**config.mk**
```make
export PLATFORM = sky130hd
export DESIGN_NAME = pwm_channel_decoder
export DESIGN_NICKNAME = d
export VERILOG_FILES = /design/src/rtl/pwm_channel_decoder.sv
export SDC_FILE = /design/constraint.sdc
export NUM_CORES = 1
export LEC_CHECK = 0
export CELL_PAD_IN_SITES_DETAIL_PLACEMENT = 0
export CELL_PAD_IN_SITES_GLOBAL_PLACEMENT = 1
export CORE_AREA = 2 2 159 161
export DETAILED_ROUTE_END_ITERATION = 10
export DIE_AREA = 0 0 161 163
export DONT_BUFFER_PORTS = 1
export GPL_TIMING_DRIVEN = 0
export PLACE_DENSITY_LB_ADDON = 0.1
export SLEW_MARGIN = 20
export SYNTH_ARGS = -nofsm -noshare
export SYNTH_HDL_FRONTEND = slang
export SYNTH_SLANG_ARGS = --single-unit
```
**constraint.sdc**
```tcl
create_clock -name clock_i -period 2.4 [get_ports clock_i]
set_input_delay 0.36 -clock clock_i [delete_from_list [all_inputs] [get_ports clock_i]]
set_output_delay 0.36 -clock clock_i [all_outputs]
set_load 0.005 [all_outputs]
```
**src/rtl/pwm_channel_decoder.sv**
```systemverilog
// Multi-channel RC PWM demodulator: width, hysteresis level, valid strobe.
// Optional signal-loss failsafe compiled in with PWM_DECODER_FAILSAFE_EN.
module pwm_channel_decoder #(
  parameter int CHANNELS           = 8,
  parameter int COUNTER_WIDTH      = 12,
  parameter int MAX_COUNTER_VALUE  = 2000,
  parameter int HIGH_COUNTER_VALUE = 1800,
  parameter int LOW_COUNTER_VALUE  = 1200,
  parameter int TIMEOUT_VALUE      = 25000,
  parameter int FAILSAFE_LEVEL     = 0
) (
  input  logic                              clock_i,
  input  logic                              reset_i,
  input  logic                              enable_i,
  input  logic [CHANNELS-1:0]               pwm_i,
  output logic [CHANNELS*COUNTER_WIDTH-1:0] width_o,
  output logic [CHANNELS-1:0]               level_o,
  output logic [CHANNELS-1:0]               valid_o,
  output logic [CHANNELS-1:0]               failsafe_o
);

  localparam int CW = COUNTER_WIDTH;

  localparam logic [0:0] ST_WAIT_RISE = 1'b0;
  localparam logic [0:0] ST_MEASURE   = 1'b1;

  localparam logic [CW-1:0] L_MAX  = CW'(MAX_COUNTER_VALUE);
  localparam logic [CW-1:0] L_HIGH = CW'(HIGH_COUNTER_VALUE);
  localparam logic [CW-1:0] L_LOW  = CW'(LOW_COUNTER_VALUE);

  if (!(LOW_COUNTER_VALUE < HIGH_COUNTER_VALUE &&
        HIGH_COUNTER_VALUE <= MAX_COUNTER_VALUE &&
        MAX_COUNTER_VALUE < (1 << CW)) ||
      TIMEOUT_VALUE < 1 ||
      FAILSAFE_LEVEL < 0 || FAILSAFE_LEVEL > 1) begin : g_bad_cfg
    $error("pwm_channel_decoder: illegal parameter set");
  end

  logic [CHANNELS-1:0] r_sync1;
  logic [CHANNELS-1:0] r_sync2;
  logic [CHANNELS-1:0] r_prev;
  logic [CHANNELS-1:0] r_state;
  logic [CHANNELS-1:0] r_level;
  logic [CHANNELS-1:0] r_valid;
  logic [CW-1:0]       r_count [CHANNELS];
  logic [CW-1:0]       r_width [CHANNELS];

  logic [CHANNELS-1:0] w_rise;
  logic [CHANNELS-1:0] w_done;

  assign w_rise = r_sync2 & ~r_prev;
  assign w_done = r_state & ~r_sync2 & {CHANNELS{enable_i}};

`ifdef PWM_DECODER_FAILSAFE_EN
  localparam int TW = $clog2(TIMEOUT_VALUE + 1);
  localparam logic [TW-1:0] L_TO    = TW'(TIMEOUT_VALUE);
  localparam logic [TW-1:0] L_TO_M1 = TW'(TIMEOUT_VALUE - 1);
  localparam logic          L_FS_LV = (FAILSAFE_LEVEL != 0);

  logic [TW-1:0]       r_to [CHANNELS];
  logic [CHANNELS-1:0] r_fs;

  assign failsafe_o = r_fs;
`else
  assign failsafe_o = '0;
`endif

  // Sync regs reset high so a line already high at release is no edge.
  always_ff @(posedge clock_i) begin
    if (reset_i) begin
      r_sync1 <= '1;
      r_sync2 <= '1;
      r_prev  <= '1;
      r_state <= {CHANNELS{ST_WAIT_RISE}};
      r_level <= '0;
      r_valid <= '0;
      for (int c = 0; c < CHANNELS; c++) begin
        r_count[c] <= '0;
        r_width[c] <= '0;
`ifdef PWM_DECODER_FAILSAFE_EN
        r_to[c]    <= '0;
`endif
      end
`ifdef PWM_DECODER_FAILSAFE_EN
      r_fs <= '0;
`endif
    end else begin
      r_sync1 <= pwm_i;
      r_sync2 <= r_sync1;
      r_prev  <= r_sync2;
      r_valid <= w_done;
      for (int c = 0; c < CHANNELS; c++) begin
        if (!enable_i) begin
          r_state[c] <= ST_WAIT_RISE;
          r_count[c] <= '0;
        end else if (r_state[c] == ST_WAIT_RISE) begin
          if (w_rise[c]) begin
            r_state[c] <= ST_MEASURE;
            r_count[c] <= CW'(1);
          end
        end else if (r_sync2[c]) begin
          if (r_count[c] != L_MAX)
            r_count[c] <= r_count[c] + 1'b1;
        end else begin
          r_state[c] <= ST_WAIT_RISE;
          r_width[c] <= r_count[c];
          if (r_count[c] >= L_HIGH)
            r_level[c] <= 1'b1;
          else if (r_count[c] <= L_LOW)
            r_level[c] <= 1'b0;
        end
`ifdef PWM_DECODER_FAILSAFE_EN
        // Timeout freezes while disabled; a fresh strobe always wins.
        if (w_done[c]) begin
          r_to[c] <= '0;
          r_fs[c] <= 1'b0;
        end else if (enable_i && r_to[c] != L_TO) begin
          r_to[c] <= r_to[c] + 1'b1;
          if (r_to[c] == L_TO_M1) begin
            r_fs[c]    <= 1'b1;
            r_level[c] <= L_FS_LV;
          end
        end
`endif
      end
    end
  end

  for (genvar g = 0; g < CHANNELS; g++) begin : g_width
    assign width_o[g*CW +: CW] = r_width[g];
  end

  assign level_o = r_level;
  assign valid_o = r_valid;

endmodule

```
==> results of run 1 <==
logic make-up after synthesis:
group	after synthesis	synth area share (%)
adder cells (fa/ha/maj)	16	1.84
buffers and inverters	100	4.00
XOR/XNOR	80	6.45
AO/OA/AOI/OAI	65	3.94
other	1	0.0345
flip-flops	240	61.9
AND/OR/NAND/NOR	451	21.8
layer usage:
metal	part of all wire, %	vias to the layer above
met5	0	-
met4	1.9	0
li1	-	3426
met2	46	152
met3	4.7	32
met1	48	3217
timing repair:
action | 4_1_cts | 5_1_grt
endpoints found under the hold margin | 8 | 0
hold buffers | 8 | 0
pin swaps | 0 | 0
setup endpoints to repair | 45 | 24
resized for setup | 4 | 2
per-stage QoR:
stage	setup WS, ns	area, um^2	power (mW)	hold slack, ns
5_1_grt	0.0605	12300	9.82	0.130
4_1_cts	0.00468	12300	9.58	0.105
2_1_floorplan	0.232	10900	5.12	0.389
6_report	0.191	12300	9.46	0.123
3_3_place_gp	-0.0897	11300	5.26	0.395
3_5_place_dp	-0.0920	11300	5.26	0.393
worst max-delay path: stages, from the launching register on:
cell and delay [ns]:
edfxtp_1 0.48, or4_1 0.55, or3_4 0.39, nand4_4 0.13, nand3_2 0.30
final cells by class:
type | instances | area [um^2] | share of cell area (%)
tap | 330 | 413 | 3.35
buffer | 59 | 280 | 2.27
clock buffer | 39 | 781 | 6.33
antenna | 1 | 2.50 | 0.0203
sequential | 240 | 6730 | 54.5
multi-input combinational | 620 | 3750 | 30.4
inverter | 41 | 154 | 1.25
timing repair buffer | 8 | 80.1 | 0.649
clock inverter | 10 | 146 | 1.19
cell usage in the layout (no fill, tap or decap), drive strengths merged, types with 9 or more instances in the layout:
cell type,count
clkbuf,77
nand4,27
or3,9
nor2b,21
nor2,125
o21ai,15
xnor2,43
inv,41
edfxtp,192
and2,64
nor3,34
nand3,40
ha,16
and4,10
nor4,19
nand2,54
xor2,37
dfxtp,48
buf,21
a21oi,15
or2,21
where the power goes:
part	total (mW)	switching (mW)	internal, mW
logic	0.386	0.249	0.137
clock network	4.28	1.61	2.67
registers	4.80	0.149	4.65
final timing paths:
| path | depth (start not counted) | slack (ns) | end |
|---|---|---|---|
| setup reg to reg | 4 | 0.19 | r_count[1][4] |
| hold reg to reg | 1 | 0.40 | r_sync2[7] |
| hold / removal | 2 | 0.12 | valid_o[7] |
| setup / recovery | 4 | 0.19 | r_count[1][4] |
sequential cells by signal, summed over array words and instances (netlist names):
register / cells
valid_o: 8
r_width: 96
r_sync2: 8
r_count: 96
r_prev: 8
r_sync1: 8
r_state: 8
level_o: 8
==> impl_metrics.toml, run 1 <==
[run_status]
status = "complete, no violations"

[placed_design]
hpwl_um = 15200
numPlacedInstances = 1290
numPortBuffers = 0
gp_congestion = 0.820

[yosys]
synth_edf_count = 192
synthesis.area_um2 = 10900
synth-seq-cells = 240
ys.flop_type = "edfxtp_1"
synth_top_area_share_pct = 53.1
yosysWarnings = 0
netlist_top_cells_count = "192 x edfxtp_1, 125 x nor2_1, 63 x and2_1"
synthCells = 953
postSynthAreaPerCell_um2 = 11.4
seq_area_frac_synth_pct = 61.9
yosys.cell_count.top_type = "edfxtp_1"
synth_top_cell_by_area = "edfxtp_1"
synth_area_leaders = "edfxtp_1 53%, dfxtp_1 8.8%, nor2_1 4.3%, and2_1 3.6%, xnor2_1 3.5%"
ys_types = 52
synth-async-reset-ratio_pct = 0

[job]
cap_violations = 0

[grt]
busiest_layer = "met2"
met2_usage_pct = 28.0
grt_max_degree = 14
use_met1_pct = 24.5
grt_antenna_before_repair = 1
grt_pass1_wl_um = 36600
grtUsageMet3_pct = 3.44
grt_pass1_vias = 6618
overflow = 0
grtUsageTotal_pct = 17.5

[sta]
post-route-min-period_ns = 2.21
slew_violations = 0
fmax_mhz = 453
worst_pin_slew_ns = 0.773
skew_ns = 0.0120
rsz0062_at_grt = "false"
hold_violations = 0
tns_ns = 0
slew_headroom_pct = 48.5
fin_crit_sh_pct = 92.0
setup_viol = 0

[clock_tree]
cts_buffers = 27
clk_latency_ns = 0.54
clk_pin_slew_ns = 0.06
cts_tree = "done"
h-tree-depth = 1
cts_setup_buffers = 0
cts_sinks = 240
cts_root_buf = "clkbuf_16"
clock_path_buffers = 3

[floorplanning]
start_util_pct = 44.0
core_um2 = 24700
die_w_um = 161
io_pins = 131
die-area_um2 = 26200
row_count = 58
fp.dieH_um = 163

[route]
wl_um = 22900
wl_per_cell_um = 17.0
drc = 0
drt-vias-per-instance = 5.06
dr.pass1.iters = 4
antenna_left = 0
vias = 6827
initialDrtViolationCount = 416

[critical_path]
crit_type = "flip-flop to flip-flop"
worst-path-max-fanout = 12
end_kind = "flip-flop"
r2r-start = "r_count[1][5]"
crit_arrival_ns = 2.38
cp-start-kind = "flip-flop"
crit_required_ns = 2.57
startpoint = "r_count[1][5]"

[pwr]
peakVddDrop_uv = 497
powerDensity_nw_per_um2 = 767
p_leak_nw = 4.28

[hold_path]
min_from = "enable_i"
hp-class = "input pin to flip-flop"

[layout]
final_util_pct = 50.0
nFillCells = 2223
area_delta_synth_final_pct = 13.6
fin_cells = 1348
drive_gt1_share_pct = 9.44
nets = 1024
No activity file was read; power rests on OpenSTA's default activity.
==> run 2, diff against run 1 <==
==> constraint.sdc (replaced) <==
create_clock -name clock_i -period 2.8 [get_ports clock_i]
set_input_delay 0.42 -clock clock_i [delete_from_list [all_inputs] [get_ports clock_i]]
set_output_delay 0.42 -clock clock_i [all_outputs]
set_load 0.005 [all_outputs]
==> impl_metrics.toml, run 2 (synthesized netlist as in run 1, its figures left out) <==
[run_status]
status = "complete, no violations"

[job]
cap_violations = 0

[layout]
finish.instance_area_um2 = 12300
area_delta_synth_final_pct = 13.2
final_cell_mix = "192 x edfxtp_1, 125 x nor2_1, 63 x and2_1"
nFillCells = 2228
drive_gt1_share_pct = 8.87
reg_top3 = "r_count (96), r_width (96)"
final_common_cell = "edfxtp_1"
fin_cells = 1346
final_util_pct = 49.8
nets = 1022

[placed_design]
hpwl_um = 15200
place_ws_ns = 0.248
gp_congestion = 0.820
numPlacedInstances = 1290
dpl_cell_area_um2 = 11300
numPortBuffers = 0

[clock_tree]
clk_pin_slew_ns = 0.06
cts_sinks = 240
clk_latency_ns = 0.54
ctsHoldBuffers = 6
cts_resized = 0
cts_tree = "done"
cts_root_buf = "clkbuf_16"
h-tree-depth = 1
cts_setup_buffers = 0
clock_path_buffers = 3
cts_buffers = 27

[grt]
grt_max_degree = 14
grt_pass1_wl_um = 36600
grt_antenna_before_repair = 1
grt_pass1_vias = 6581
overflow = 0
grtUsageTotal_pct = 17.5

[critical_path]
crit_chain = "or4_1 > or3_4 > nand4_4 > nand3_1"
cp_slowest_cell = "or4_1"
end_kind = "flip-flop"
cp_slowest_stage_delay_ns = 0.55
crit_type = "flip-flop to flip-flop"
crit_required_ns = 2.90
cp-start-kind = "flip-flop"
crit_arrival_ns = 2.53
worst-path-max-fanout = 12

[route]
drc = 0
drt-vias-per-instance = 5.07
dr.pass1.iters = 4
wl_per_cell_um = 17.0
antenna_left = 0
initialDrtViolationCount = 355
vias = 6826
wl_um = 22800

[pwr]
p_leak_nw = 4.26
peakVddDrop_uv = 425
power_mw = 8.12
powerDensity_nw_per_um2 = 661

[floorplanning]
core_um2 = 24700
row_count = 58
fp.dieH_um = 163
die_w_um = 161
die-area_um2 = 26200
start_util_pct = 44.0
io_pins = 131

[sta]
rsz0062_at_grt = "false"
whs_ns = 0.0300
slew_violations = 0
worst_pin_slew_ns = 0.764
hold_violations = 0
skew_ns = 0.0115
fmax_mhz = 411
setup_viol = 0
post-route-min-period_ns = 2.44
fin_crit_sh_pct = 87.0
fin_ws_ns = 0.365
slew_headroom_pct = 49.0
tns_ns = 0

[hold_path]
hp-class = "input pin to flip-flop"
## run 2: cell count changes in the layout (fill, tap and decap cells not counted), sizes merged
cell	delta
dlygate4sd3	-2
## run 2: final cells by class
cell class                      count  area (um^2)  share of cell area, %
Sequential cell                   240         6730                   54.7
Timing Repair Buffer                6         60.1                  0.489
Clock inverter                     10          146                   1.19
Clock buffer                       39          781                   6.35
Tap cell                          330          413                   3.36
Inverter                           41          154                   1.25
Antenna cell                        1         2.50                 0.0204
Multi-Input combinational cell    620         3720                   30.3
Buffer                             59          280                   2.28
## run 2: where the power goes
part | switching (mW) | leakage [nW] | total (mW) | internal [mW]
logic | 0.211 | 1.35 | 0.326 | 0.115
registers | 0.128 | 2.46 | 4.11 | 3.99
clock network | 1.39 | 0.456 | 3.68 | 2.29
## run 2: layer usage
layer | track usage, % | wire length, um | vias to the layer above
li1 | - | - | 3421
met1 | 24.6 | 10800 | 3219
met2 | 27.8 | 10400 | 150
met3 | 3.49 | 1170 | 36
met4 | 4.79 | 479 | 0
met5 | 0 | 0 | -
## run 2: path summary, 6_finish.rpt
check / slack, ns / to / from / cells past startpoint
max reg2reg: 0.36 / r_count[1][4] / r_count[1][5] / 4
max: 0.36 / r_count[1][4] / r_count[1][5] / 4
min: 0.03 / r_sync1[5] / pwm_i[5] / 1
min reg2reg: 0.40 / r_sync2[7] / r_sync1[7] / 1
## run 2: critical path, delay by kind of cell (launching register included)
family | cells | cell delay (ns)
and+or+nand+nor | 4 | 1.52
DFF | 1 | 0.48
